## src/rtl/alu_pkg.sv

```systemverilog
// ---------------------------------------------------------------------------
// alu_pkg
// Shared definitions for the ALU command issuer:
//   - opcode constants, encoded as {s[1:0], s1[1:0]}
//   - issuer FSM state type
//   - is_legal_op() / is_arith_op() helpers
// ---------------------------------------------------------------------------
package alu_pkg;

  // s1 selects the output mux (00 arith, 01 logic, 10 shift).
  // s selects the operation within that group.
  localparam logic [3:0] OP_ADD = 4'b0000;
  localparam logic [3:0] OP_SUB = 4'b0100;
  localparam logic [3:0] OP_INC = 4'b1000;
  localparam logic [3:0] OP_DEC = 4'b1100;
  localparam logic [3:0] OP_AND = 4'b0001;
  localparam logic [3:0] OP_OR  = 4'b0101;
  localparam logic [3:0] OP_XOR = 4'b1001;
  localparam logic [3:0] OP_NOT = 4'b1101;
  localparam logic [3:0] OP_ASR = 4'b0010;

  typedef enum logic [1:0] {
    ST_IDLE  = 2'd0,
    ST_DRIVE = 2'd1,
    ST_RESP  = 2'd2
  } state_e;

  function automatic logic is_legal_op(input logic [3:0] op);
    case (op)
      OP_ADD, OP_SUB, OP_INC, OP_DEC,
      OP_AND, OP_OR, OP_XOR, OP_NOT,
      OP_ASR:  return 1'b1;
      default: return 1'b0;
    endcase
  endfunction

  // Arithmetic ops are the only ones whose carry-out is meaningful.
  function automatic logic is_arith_op(input logic [3:0] op);
    return is_legal_op(op) && (op[1:0] == 2'b00);
  endfunction

endpackage

```

## src/rtl/alu_op_decode.sv

```systemverilog
// ---------------------------------------------------------------------------
// alu_op_decode
// Combinational opcode decoder for the ALU command issuer.
// Ports:
//   i_op           in  4  opcode {s[1:0], s1[1:0]}
//   o_legal        out 1  opcode is one of the nine supported operations
//   o_s            out 2  arithmetic/logic select for the ALU
//   o_s1           out 2  ALU output-mux select
//   o_carry_valid  out 1  ALU carry-out is meaningful for this opcode
// ---------------------------------------------------------------------------
module alu_op_decode
  import alu_pkg::*;
(
  input  logic [3:0] i_op,
  output logic       o_legal,
  output logic [1:0] o_s,
  output logic [1:0] o_s1,
  output logic       o_carry_valid
);

  assign o_legal       = is_legal_op(i_op);
  assign o_s           = i_op[3:2];
  assign o_s1          = i_op[1:0];
  assign o_carry_valid = is_arith_op(i_op);

endmodule

```

## src/rtl/alu_cmd_issuer.sv

```systemverilog
// ---------------------------------------------------------------------------
// alu_cmd_issuer
// Initiator for a combinational N-bit ALU. Takes one command {op,a,b}, drives
// the ALU select/operand lines from registers, holds them for SETTLE_CYCLES
// cycles, captures result/carry and presents a response. One command in
// flight at a time.
//
// Handshake semantics (both ports): a transfer happens on a rising clk edge
// where valid && ready are both high. The producer holds valid and its
// payload stable until that edge; ready may be asserted independently of
// valid.
//
// Parameters:
//   N              operand/result width
//   SETTLE_CYCLES  cycles the ALU inputs are held before capture (>= 1)
// Ports:
//   clk, rst_n                 clock (rising edge), async active-low reset
//   cmd_valid/cmd_ready        command handshake; cmd_ready only in IDLE
//   cmd_op/cmd_a/cmd_b         command payload
//   alu_a/alu_b/alu_s/alu_s1   registered ALU operands and selects
//   alu_cin                    carry-in, alu_s[1]^alu_s[0]
//   alu_ins                    shift fill bit, alu_a[N-1]
//   alu_result/alu_carry       ALU outputs
//   rsp_valid/rsp_ready        response handshake
//   rsp_result/rsp_carry/rsp_err  response payload
// Optional feature (macro ALU_STATUS_FLAGS_EN):
//   rsp_zero/rsp_neg/rsp_ovf   status flags captured with the result
// ---------------------------------------------------------------------------
module alu_cmd_issuer
  import alu_pkg::*;
#(
  parameter int N             = 6,
  parameter int SETTLE_CYCLES = 2
) (
  input  logic         clk,
  input  logic         rst_n,
  input  logic         cmd_valid,
  output logic         cmd_ready,
  input  logic [3:0]   cmd_op,
  input  logic [N-1:0] cmd_a,
  input  logic [N-1:0] cmd_b,
  output logic [N-1:0] alu_a,
  output logic [N-1:0] alu_b,
  output logic [1:0]   alu_s,
  output logic [1:0]   alu_s1,
  output logic         alu_cin,
  output logic         alu_ins,
  input  logic [N-1:0] alu_result,
  input  logic         alu_carry,
  output logic         rsp_valid,
  input  logic         rsp_ready,
  output logic [N-1:0] rsp_result,
  output logic         rsp_carry,
  output logic         rsp_err
`ifdef ALU_STATUS_FLAGS_EN
  ,
  output logic         rsp_zero,
  output logic         rsp_neg,
  output logic         rsp_ovf
`endif
);

  generate
    if (SETTLE_CYCLES < 1) begin : g_bad_settle
      $error("alu_cmd_issuer: SETTLE_CYCLES must be at least 1");
    end
  endgenerate

  localparam int CW = (SETTLE_CYCLES > 1) ? $clog2(SETTLE_CYCLES) : 1;
  localparam logic [CW-1:0] CNT_INIT = CW'(SETTLE_CYCLES - 1);

  // Decoder outputs
  logic       w_legal;
  logic [1:0] w_s;
  logic [1:0] w_s1;
  logic       w_carry_valid;

  alu_op_decode u_decode (
    .i_op          (cmd_op),
    .o_legal       (w_legal),
    .o_s           (w_s),
    .o_s1          (w_s1),
    .o_carry_valid (w_carry_valid)
  );

  state_e         r_state;
  logic [CW-1:0]  r_cnt;
  logic           r_cmd_ready;
  logic [N-1:0]   r_alu_a;
  logic [N-1:0]   r_alu_b;
  logic [1:0]     r_alu_s;
  logic [1:0]     r_alu_s1;
  logic           r_carry_valid;
  logic           r_rsp_valid;
  logic [N-1:0]   r_rsp_result;
  logic           r_rsp_carry;
  logic           r_rsp_err;

  wire w_accept = cmd_valid && r_cmd_ready;

`ifdef ALU_STATUS_FLAGS_EN
  logic         r_rsp_zero;
  logic         r_rsp_neg;
  logic         r_rsp_ovf;
  logic [N-1:0] w_b_eff;
  logic         w_ovf;

  // Second adder operand as the ALU sees it, so overflow can be derived
  // from sign bits alone: a + b_eff + cin.
  always_comb begin
    w_b_eff = r_alu_b;
    case (r_alu_s)
      2'b00:   w_b_eff = r_alu_b;
      2'b01:   w_b_eff = ~r_alu_b;
      2'b10:   w_b_eff = '0;
      default: w_b_eff = '1;
    endcase
  end

  // Signed overflow: operands share a sign and the result sign differs.
  assign w_ovf = r_carry_valid &&
                 (r_alu_a[N-1] == w_b_eff[N-1]) &&
                 (alu_result[N-1] != r_alu_a[N-1]);
`endif

  always_ff @(posedge clk or negedge rst_n) begin
    if (!rst_n) begin
      r_state       <= ST_IDLE;
      r_cnt         <= '0;
      r_cmd_ready   <= 1'b0;
      r_alu_a       <= '0;
      r_alu_b       <= '0;
      r_alu_s       <= '0;
      r_alu_s1      <= '0;
      r_carry_valid <= 1'b0;
      r_rsp_valid   <= 1'b0;
      r_rsp_result  <= '0;
      r_rsp_carry   <= 1'b0;
      r_rsp_err     <= 1'b0;
`ifdef ALU_STATUS_FLAGS_EN
      r_rsp_zero    <= 1'b0;
      r_rsp_neg     <= 1'b0;
      r_rsp_ovf     <= 1'b0;
`endif
    end else begin
      case (r_state)
        ST_IDLE: begin
          // cmd_ready is raised on the first edge after reset release and
          // stays up until a command is accepted.
          r_cmd_ready <= 1'b1;
          if (w_accept) begin
            r_cmd_ready <= 1'b0;
            if (w_legal) begin
              r_alu_a       <= cmd_a;
              r_alu_b       <= cmd_b;
              r_alu_s       <= w_s;
              r_alu_s1      <= w_s1;
              r_carry_valid <= w_carry_valid;
              r_cnt         <= CNT_INIT;
              r_state       <= ST_DRIVE;
            end else begin
              // Illegal opcode: leave the ALU lines alone, answer at once.
              r_rsp_valid  <= 1'b1;
              r_rsp_result <= '0;
              r_rsp_carry  <= 1'b0;
              r_rsp_err    <= 1'b1;
`ifdef ALU_STATUS_FLAGS_EN
              r_rsp_zero   <= 1'b0;
              r_rsp_neg    <= 1'b0;
              r_rsp_ovf    <= 1'b0;
`endif
              r_state      <= ST_RESP;
            end
          end
        end

        ST_DRIVE: begin
          if (r_cnt == '0) begin
            r_rsp_valid  <= 1'b1;
            r_rsp_result <= alu_result;
            r_rsp_carry  <= r_carry_valid && alu_carry;
            r_rsp_err    <= 1'b0;
`ifdef ALU_STATUS_FLAGS_EN
            r_rsp_zero   <= (alu_result == '0);
            r_rsp_neg    <= alu_result[N-1];
            r_rsp_ovf    <= w_ovf;
`endif
            r_state      <= ST_RESP;
          end else begin
            r_cnt <= r_cnt - CW'(1);
          end
        end

        ST_RESP: begin
          // Payload holds until the consumer takes it; cmd_ready returns
          // on the following cycle, never in the same one.
          if (rsp_ready) begin
            r_rsp_valid <= 1'b0;
            r_cmd_ready <= 1'b1;
            r_state     <= ST_IDLE;
          end
        end

        default: begin
          r_state     <= ST_IDLE;
          r_cmd_ready <= 1'b0;
          r_rsp_valid <= 1'b0;
        end
      endcase
    end
  end

  assign cmd_ready  = r_cmd_ready;
  assign alu_a      = r_alu_a;
  assign alu_b      = r_alu_b;
  assign alu_s      = r_alu_s;
  assign alu_s1     = r_alu_s1;
  assign alu_cin    = r_alu_s[1] ^ r_alu_s[0];
  assign alu_ins    = r_alu_a[N-1];
  assign rsp_valid  = r_rsp_valid;
  assign rsp_result = r_rsp_result;
  assign rsp_carry  = r_rsp_carry;
  assign rsp_err    = r_rsp_err;
`ifdef ALU_STATUS_FLAGS_EN
  assign rsp_zero   = r_rsp_zero;
  assign rsp_neg    = r_rsp_neg;
  assign rsp_ovf    = r_rsp_ovf;
`endif

endmodule
```

## config.mk

```make
export PLATFORM = sky130hd
export DESIGN_NAME = alu_cmd_issuer
export DESIGN_NICKNAME = d
export VERILOG_FILES = /design/src/rtl/alu_pkg.sv /design/src/rtl/alu_op_decode.sv /design/src/rtl/alu_cmd_issuer.sv
export SDC_FILE = /design/constraint.sdc
export NUM_CORES = 1
export LEC_CHECK = 0
export ABC_AREA = 1
export CORE_MARGIN = 3
export CORE_UTILIZATION = 35
export CTS_CLUSTER_DIAMETER = 200
export DETAILED_ROUTE_END_ITERATION = 12
export DONT_BUFFER_PORTS = 1
export GPL_TIMING_DRIVEN = 0
export PLACE_DENSITY = 0.6
export SYNTH_ARGS = -nofsm -noshare
export SYNTH_HDL_FRONTEND = slang
export SYNTH_SLANG_ARGS = --single-unit
```

## constraint.sdc

```tcl
create_clock -name clk -period 1.2 [get_ports clk]
set_input_delay 0.18 -clock clk [delete_from_list [all_inputs] [get_ports clk]]
set_output_delay 0.18 -clock clk [all_outputs]
set_load 0.01 [all_outputs]
```

## Word-level counts from Yosys, hierarchy flattened

Memories as Yosys holds them, arrays and structs flattened.
Cells that the tools add are included.

| word-level totals | value |
|---|---|
| memories | 2 |
| latch bits | 0 |
| bits in read-only memories | 32 |
| register bits after elaboration | 30 |
| bits in writable memories | 0 |
| word-level logic and storage cells | 63 |
| output and inout bits | 28 |

| cells by class | value |
|---|---|
| div/mod/pow operators | 0 |
| muxes and demuxes | 27 |
| $add $sub $neg | 1 |
| multipliers | 0 |
| reduce and logical (&&, ||, !) cells | 12 |
| order comparisons | 0 |
| bitwise logic cells | 2 |
| equality and inequality tests | 7 |
| shift-type cells | 0 |

Memory list:

| memory | depth | bits a word | rd ports | clocked after Yosys merged registers in | write ports | line | text |
|---|---|---|---|---|---|---|---|
| (name not given) | 16 | 1 | 1 | 0 | 0 | alu_pkg.sv:29 | `case (op)` |
| (name not given) | 16 | 1 | 1 | 0 | 0 | alu_pkg.sv:29 |  |

Operator list:

| cell | number |
|---|---|
| $mux 6 | 3 |
| $mux 1 | 13 |
| $pmux 6 s2 | 1 |
| $reduce_and 3->1 | 3 |
| $mux 2 | 4 |
| $ne 2x2->1 const B | 4 |
| $reduce_and 4->1 | 2 |
| $pmux 1 s2 | 3 |
| $pmux 1 s3 | 2 |
| $pmux 2 s3 | 1 |
| $logic_not 2->1 | 2 |
| $logic_and 1x1->1 | 3 |
| $eq 2x1->1 const B | 1 |
| $eq 2x2->1 const B | 1 |
| $ne 2x1->1 const B | 1 |
| $reduce_and 2->1 | 1 |
| $reduce_bool 2->1 | 1 |
| $not 1->1 | 1 |
| $sub 1x1->1 const B | 1 |
| $xor 1x1->1 | 1 |

## Depth between registers and ports, before layout

Gate-level depths: netlist of run 1.
An unclocked memory read counts as a cell.

| depth | value |
|---|---|
| depth after elaboration | 4 |
| gate-level depth with buffers | 7 |
| mapped depth without buffers | 7 |

## Modules after synthesis

A second synthesis of run 1 with hierarchy kept.

| second synthesis, totals | value |
|---|---|
| cells, all modules | 164 |
| area, all modules | 1,346.3 um^2 |

By module, submodules not included:

| module | area an instance (um^2) | seq. area each (um^2) | cells an instance | instances |
|---|---|---|---|---|
| alu_cmd_issuer | 1,297.5 | 750.7 | 155 | 1 |
| alu_op_decode | 48.8 | 0.0 | 9 | 1 |

## Worst setup path before layout of run 1

Ideal clock, no wire load.

| timing | value |
|---|---|
| path type | flip-flop to flip-flop |
| from | register r_state[0] |
| to | register r_alu_s[0] (netlist: alu_s[0]) |
| stages on the path, launching flop included | 8 |
| setup slack | 14 ps |
| setup time | 117 ps |
| period minus slack after synthesis | 1,186 ps |
| arrival time | 1,068 ps |
| path through | dfrtp_1 -> nor2_2 -> inv_2 -> nor2_4 -> nand2_4 -> buf_6 -> nand2_2 -> o21ai_2 |

| on the way | value |
|---|---|
| longest elaborated chain between the ends | 2 |

RTL lines:

| item | line | text |
|---|---|---|
| start, declared | alu_cmd_issuer.sv:86 | `state_e r_state;` |
| start signal, assigned | alu_cmd_issuer.sv:128 | `r_state <= ST_IDLE;` |
| start signal, assigned | alu_cmd_issuer.sv:160 | `r_state <= ST_DRIVE;` |
| start signal, assigned | alu_cmd_issuer.sv:172 | `r_state <= ST_RESP;` |
| $logic_not 2->1 | alu_cmd_issuer.sv:146 | `case (r_state)` |
| $reduce_and 3->1 (no source line) | n/a |  |
| end signal, assigned | alu_cmd_issuer.sv:156 | `r_alu_s <= w_s;` |
| end, declared | alu_cmd_issuer.sv:91 | `logic [1:0] r_alu_s;` |

Every way passes these cells.
A chain may end at the register's enable or synchronous reset.

## Worst setup path after layout of run 1

| timing | value |
|---|---|
| from | register r_state[0] |
| to | register r_carry_valid |

| on the way | value |
|---|---|
| longest elaborated chain between the ends | 2 |

RTL lines:

| item | line | text |
|---|---|---|
| $logic_not 2->1 | alu_cmd_issuer.sv:146 |  |
| $reduce_and 3->1 (no source line) | n/a |  |
| end signal, assigned | alu_cmd_issuer.sv:158 | `r_carry_valid <= w_carry_valid;` |
| end, declared | alu_cmd_issuer.sv:93 | `logic r_carry_valid;` |

Every way passes these cells.

==> results.cfg, run 1 <==
[routing]
ant_nets = 0
num_vias = 1056
vias_per_cell = 4.89
route.detailed.wl_per_inst_um = 14.0
detailedRoute.firstIterationViolations = 54
drt_drc_violations_left = 0
total_wirelength_mm = 3.03
drt_pass1_iterations = 3

[place]
worst_slack_at_placement_ps = -164
place.detailed.instances = 197
place.gp.congestion = 0.821
buffer_ports.inserted = 0
post-dp-hpwl_mm = 2.13
dpl_cell_area_um2 = 1400

[finish]
diodes = 0
layoutNonFillerInstCount = 216
num-nets-final = 196
utilization_pct = 49.4
postLayoutCellArea_um2 = 1740
drive_gt1_share_pct = 35.3
flow.area_growth_from_synthesis_pct = 29.8

[yosys]
post_synth_fa_ha_maj_area_fraction_pct = 0
synth.yosys.seq_area_share_pct = 56.0
syn_area_per_cell_um2 = 8.88
synth.mux.area_fraction_pct = 0
synth.distinct_cells = 18
netlist_top_cells_area = dfrtp_1 56%, nand2_1 16%, nand3_1 6.7%, inv_1 3.4%, o21ai_2 3.3%
yosysTopAreaCellShare_pct = 56.0
post-synth-top-area-cell = dfrtp_1
synth_top_family_by_area = simple AND/OR/NAND/NOR gates
post_synth_instance_area_um2 = 1340
synth_edf_count = 0
synth-async-reset-ratio_pct = 100
netlist_top_cells_count = 58 x nand2_1, 30 x dfrtp_1, 18 x nand3_1, 12 x inv_1, 6 x nand4_1
synthSimpleGateAreaFrac_pct = 32.6
dominantRegCellSynth = dfrtp_1
synth_xor_xnor_area_share_pct = 0.653
synth-warning-count = 0
post-synth-top-count-cell = nand2_1
synth_compound_area_share_pct = 4.01
postSynthCellCount = 151
syn_nets = 178
count_of_state_elements_after_synthesis = 30

[min_path]
holdPathStages = 2
holdCritPathClass = input port to flip-flop

[sta]
maxSlewViolCount = 0
post-route-worst-setup-slack_ps = -48.4
timing.slew.headroom_pct = 82.5
timing.clock.skew_ps = 0.922
finalHoldViolations = 0
timing.final.crit_period_ps = 1250
timing.fmax_mhz = 801
fin_tns_setup_ps = -607
hold_slack_ps = 45.5
setup_violations = 24
period_share_pct = 104
grt_setup_unrepaired = true
tightestPinTransition_ps = 263

[grt]
grt_start_max_net_pins = 31
grt_pass1_vias = 1180
antenna_found_initial = 0
global_route_wire_length_before_repair_mm = 5.24
global_route.usage.total_pct = 15.2
grt-ovfl-total = 0

[die]
start_util_pct = 38.1
die_area_um2 = 4610
top_level_ports = 55
row_count = 21
floorplan.core_area_um2 = 3520
fp.dieW_um = 67.9
floorplan.die.height_um = 67.9

[cts]
cts_tree = yes
cts.sink_count = 30
cts_h_tree_depth = 2
cts.reportedPaths.clkPinSlew_ps = 60
clk-insertion-delay-late_ps = 270
cts_root_buffer = clkbuf_8
cts_made_buffers = 5
clock_tree.buffer_depth = 2

[setup_path]
critical_path.slowest_cell = dfrtp_2
path_cells = nor2_4, inv_2, nor2_4, nand2_4, buf_4, nand2_1, o21ai_2
critical_path_class = flip-flop to flip-flop
endpoint_kind = flip-flop
reg2reg_depth = 7
worstSetupStartpointType = flip-flop
highest_cell_delay_on_the_worst_timing_path_ps = 440
arrival_time_reported_for_the_critical_path_endpoint_ps = 1410
worst-endpoint-required_ps = 1370
crit_top_cell = nor2_4
timing.critical_path.fanout_max = 5

[pwr]
vdd_ir_drop_max_uv = 1000
leakagePower_nw = 0.917
powerDensity_nw_per_um2 = 2650
totalPowerFinal_mw = 4.62

[status]
outcome = complete, but fails checks
violations = setup timing

[flow_run]
max_cap_viol_count = 0
[placed cells by master, fill, tap and decap left out]
cell type / Yosys / layout
nand2_1: 58 / 44
dfrtp_1: 30 / 26
nand3_1: 18 / 16
nand2_2: 4 / 12
inv_1: 12 / 10
nand2_4: 2 / 8
nand4_1: 6 / 6
buf_4: 2 / 6
clkbuf_8: 0 / 6
o21ai_2: 5 / 5
nor2_1: 4 / 4
dfrtp_2: 0 / 4
nor2_4: 2 / 3
inv_2: 1 / 3
buf_6: 2 / 2
buf_8: 0 / 2
nand3_2: 0 / 2
buf_12: 0 / 2
xor2_2: 0 / 1
buf_2: 1 / 1
nand2_8: 0 / 1
a21oi_1: 1 / 1
o21ai_0: 1 / 1
clkbuf_1: 0 / 1
clkinv_2: 0 / 1
buf_16: 0 / 1
dlygate4sd3_1: 0 / 1
[critical path, delay by kind of cell, from the launching register on]
family	cells	cell delay [ps]
compound gates	1	50
flops	1	440
buf+inv	2	210
simple gates	4	450
[registers in the layout (all words and copies together) (netlist names)]
signal	flops
alu_a	6
alu_b	6
alu_s	2
alu_s1	2
cmd_ready	1
r_carry_valid	1
r_cnt	1
r_state	2
rsp_carry	1
rsp_err	1
rsp_result	6
rsp_valid	1
[worst paths after layout]
check	start	to	slack (ps)
max	r_state[0]	r_carry_valid	-50
min	cmd_b[5]	alu_b[5]	50
max reg2reg	r_state[0]	r_carry_valid	-50
min reg2reg	r_carry_valid	r_carry_valid	500
max in group asynchronous	rst_n	alu_s[0]	660
min in group asynchronous	rst_n	rsp_valid	360
[cell type report]
class	count	area, um^2
Timing Repair Buffer	10	126
Sequential cell	30	756
Multi-Input combinational cell	104	607
Clock inverter	1	5.00
Inverter	13	48.8
Fill cell	330	1780
Tap cell	46	57.6
Buffer	5	53.8
Clock buffer	7	86.3
[report_power, final]
part           switching (mW)  internal [mW]  leakage, nW
Clock                   0.352          0.461       0.0482
Sequential              0.600           1.47        0.378
Combinational           0.967          0.770        0.490
Total                    1.92           2.70        0.917
[layer usage]
layer | track usage (%) | share of wire, %
met5 | 0 | 0
met4 | 4.47 | 1.3
met3 | 7.55 | 9.5
met2 | 25.9 | 50
met1 | 16.7 | 39
[what timing repair did]
| item | CTS | global route |
|---|---|---|
| hold buffers | 2 | 0 |
| pin swaps | 4 | 6 |
| hold endpoints to repair | 30 | 0 |
| setup endpoints to repair | 30 | 30 |
| setup buffers | 7 | 0 |
| gates cloned | 2 | 0 |
| gates resized for setup | 19 | 18 |
[logic make-up after synthesis]
kind of cell	after synthesis
AND/OR/NAND/NOR	95
buffers and inverters	18
XOR/XNOR	1
flip-flops	30
AO/OA/AOI/OAI	7
Power figures use the tool's default switching activity.
==> run 2: changes to the inputs <==
==> constraint.sdc (replaced) <==
create_clock -name clk -period 1.2 [get_ports clk]
set_input_delay 0.3 -clock clk [delete_from_list [all_inputs] [get_ports clk]]
set_output_delay 0.3 -clock clk [all_outputs]
set_load 0.01 [all_outputs]
==> results.cfg, run 2 (synthesized netlist as in run 1, its figures left out) <==
[setup_path]
timing.critical_path.from = alu_s[1]
critical_path_class = flip-flop to primary output
critical_path_cell_count = 1
path_delay_family = flip-flops
critical_path.reg2reg.startpoint = r_state[0]
arrival_time_reported_for_the_critical_path_endpoint_ps = 960
worstSetupStartpointType = flip-flop
reg2reg_depth = 7
path_cells = xor2_2
timing.critical_path.fanout_max = 3
setup.reg_to_reg.worst_slack_ps = -50
r2r-end = r_carry_valid
highest_cell_delay_on_the_worst_timing_path_ps = 460
worst_setup_path_endpoint = alu_cin
critical_path_buf_inv_count = 0
endpoint_kind = primary output
worst-endpoint-required_ps = 900
critical_path.slowest_cell = dfrtp_2

[finish]
fill_cells = 329
mostFrequentLayoutCell = nand2_1
highest_count_cells_in_the_layout_ignoring_fill_and_taps = 44 x nand2_1, 25 x dfrtp_1, 16 x nand3_1
diodes = 0
postLayoutCellArea_um2 = 1750
drive_gt1_share_pct = 35.9
flow.area_growth_from_synthesis_pct = 30.1
layoutNonFillerInstCount = 216
num-nets-final = 196

[sta]
timing.fmax_mhz = 794
period_share_pct = 105
fin_tns_setup_ps = -670
timing.final.crit_period_ps = 1260
timing.slew.headroom_pct = 87.3
post-route-worst-setup-slack_ps = -59.1
timing.clock.skew_ps = 0.814
setup_violations = 25
maxSlewViolCount = 0
tightestPinTransition_ps = 189
grt_setup_unrepaired = true
finalHoldViolations = 0

[grt]
grt-ovfl-total = 0
grt_pass1_vias = 1182
global_route_wire_length_before_repair_mm = 5.24
grt_start_max_net_pins = 31
global_route.usage.total_pct = 15.2
antenna_found_initial = 0

[place]
buffer_ports.inserted = 0
post-dp-hpwl_mm = 2.13
place.gp.congestion = 0.821
dpl_cell_area_um2 = 1400
place.detailed.instances = 197
worst_slack_at_placement_ps = -164

[min_path]
holdCritPathClass = input port to flip-flop

[routing]
vias_per_cell = 4.89
total_wirelength_mm = 3.03
drt_drc_violations_left = 0
route.detailed.wl_per_inst_um = 14.0
ant_nets = 0
detailedRoute.firstIterationViolations = 54
num_vias = 1056
drt_pass1_iterations = 3

[cts]
cts.reportedPaths.clkPinSlew_ps = 60
clock_tree.buffer_depth = 2
cts_tree = yes
cts_h_tree_depth = 2
cts.sink_count = 30
cts_made_buffers = 5
cts_root_buffer = clkbuf_8
clk-insertion-delay-late_ps = 270

[die]
start_util_pct = 38.1
top_level_ports = 55
floorplan.die.height_um = 67.9
floorplan.core_area_um2 = 3520
fp.dieW_um = 67.9
row_count = 21
die_area_um2 = 4610

[pwr]
powerDensity_nw_per_um2 = 2660
totalPowerFinal_mw = 4.63
vdd_ir_drop_max_uv = 1000
leakagePower_nw = 0.917

[flow_run]
max_cap_viol_count = 0

[status]
outcome = complete, but fails checks
violations = setup timing
==> run 2: routing by layer <==
layer,global-route usage (%),routed length (um),vias to the layer above
li1,-,-,511
met1,16.7,1180,502
met2,25.9,1520,38
met3,7.55,287,5
met4,4.47,38,0
met5,0,0,-
==> run 2: timing repair <==
| action | in CTS | in global routing |
|---|---|---|
| pin swaps | 5 | 6 |
| hold endpoints to repair | 30 | 0 |
| endpoints found under the setup margin | 30 | 32 |
| hold buffers | 2 | 0 |
| gates resized for setup | 21 | 18 |
| cloned | 2 | 0 |
| setup buffers | 7 | 0 |
==> run 2: power by group <==
group          internal [mW]  switching, mW  total, mW
clock                  0.461          0.352      0.814
sequential              1.47          0.602       2.07
combinational          0.779          0.967       1.75
==> run 2: worst min path at each step <==
stage                         from   endpoint  cells after the start
after CTS                 cmd_b[5]   alu_b[5]                      2
after global placement       rst_n  rsp_carry                      0
final                     cmd_b[5]   alu_b[5]                      2
after floorplan              rst_n   alu_a[0]                      0
after detailed placement     rst_n  alu_s1[0]                      0
after global routing      cmd_b[5]   alu_b[5]                      2
==> run 2: layout make-up <==
class | count | area [um^2] | share of cell area [%]
Clock inverter | 1 | 5.00 | 0.287
Clock buffer | 7 | 86.3 | 4.95
Sequential cell | 30 | 757 | 43.4
Multi-Input combinational cell | 104 | 607 | 34.8
Tap cell | 46 | 57.6 | 3.30
Inverter | 13 | 48.8 | 2.80
Timing Repair Buffer | 10 | 126 | 7.24
Buffer | 5 | 57.6 | 3.30
==> run 2: per-stage QoR <==
stage	hold WS (ps)	utilization (%)
detailed placement	5.56	39.7
finish	166	49.6
CTS	155	47.9
global route	150	49.6
global placement	5.26	39.7
floorplan	4.41	-
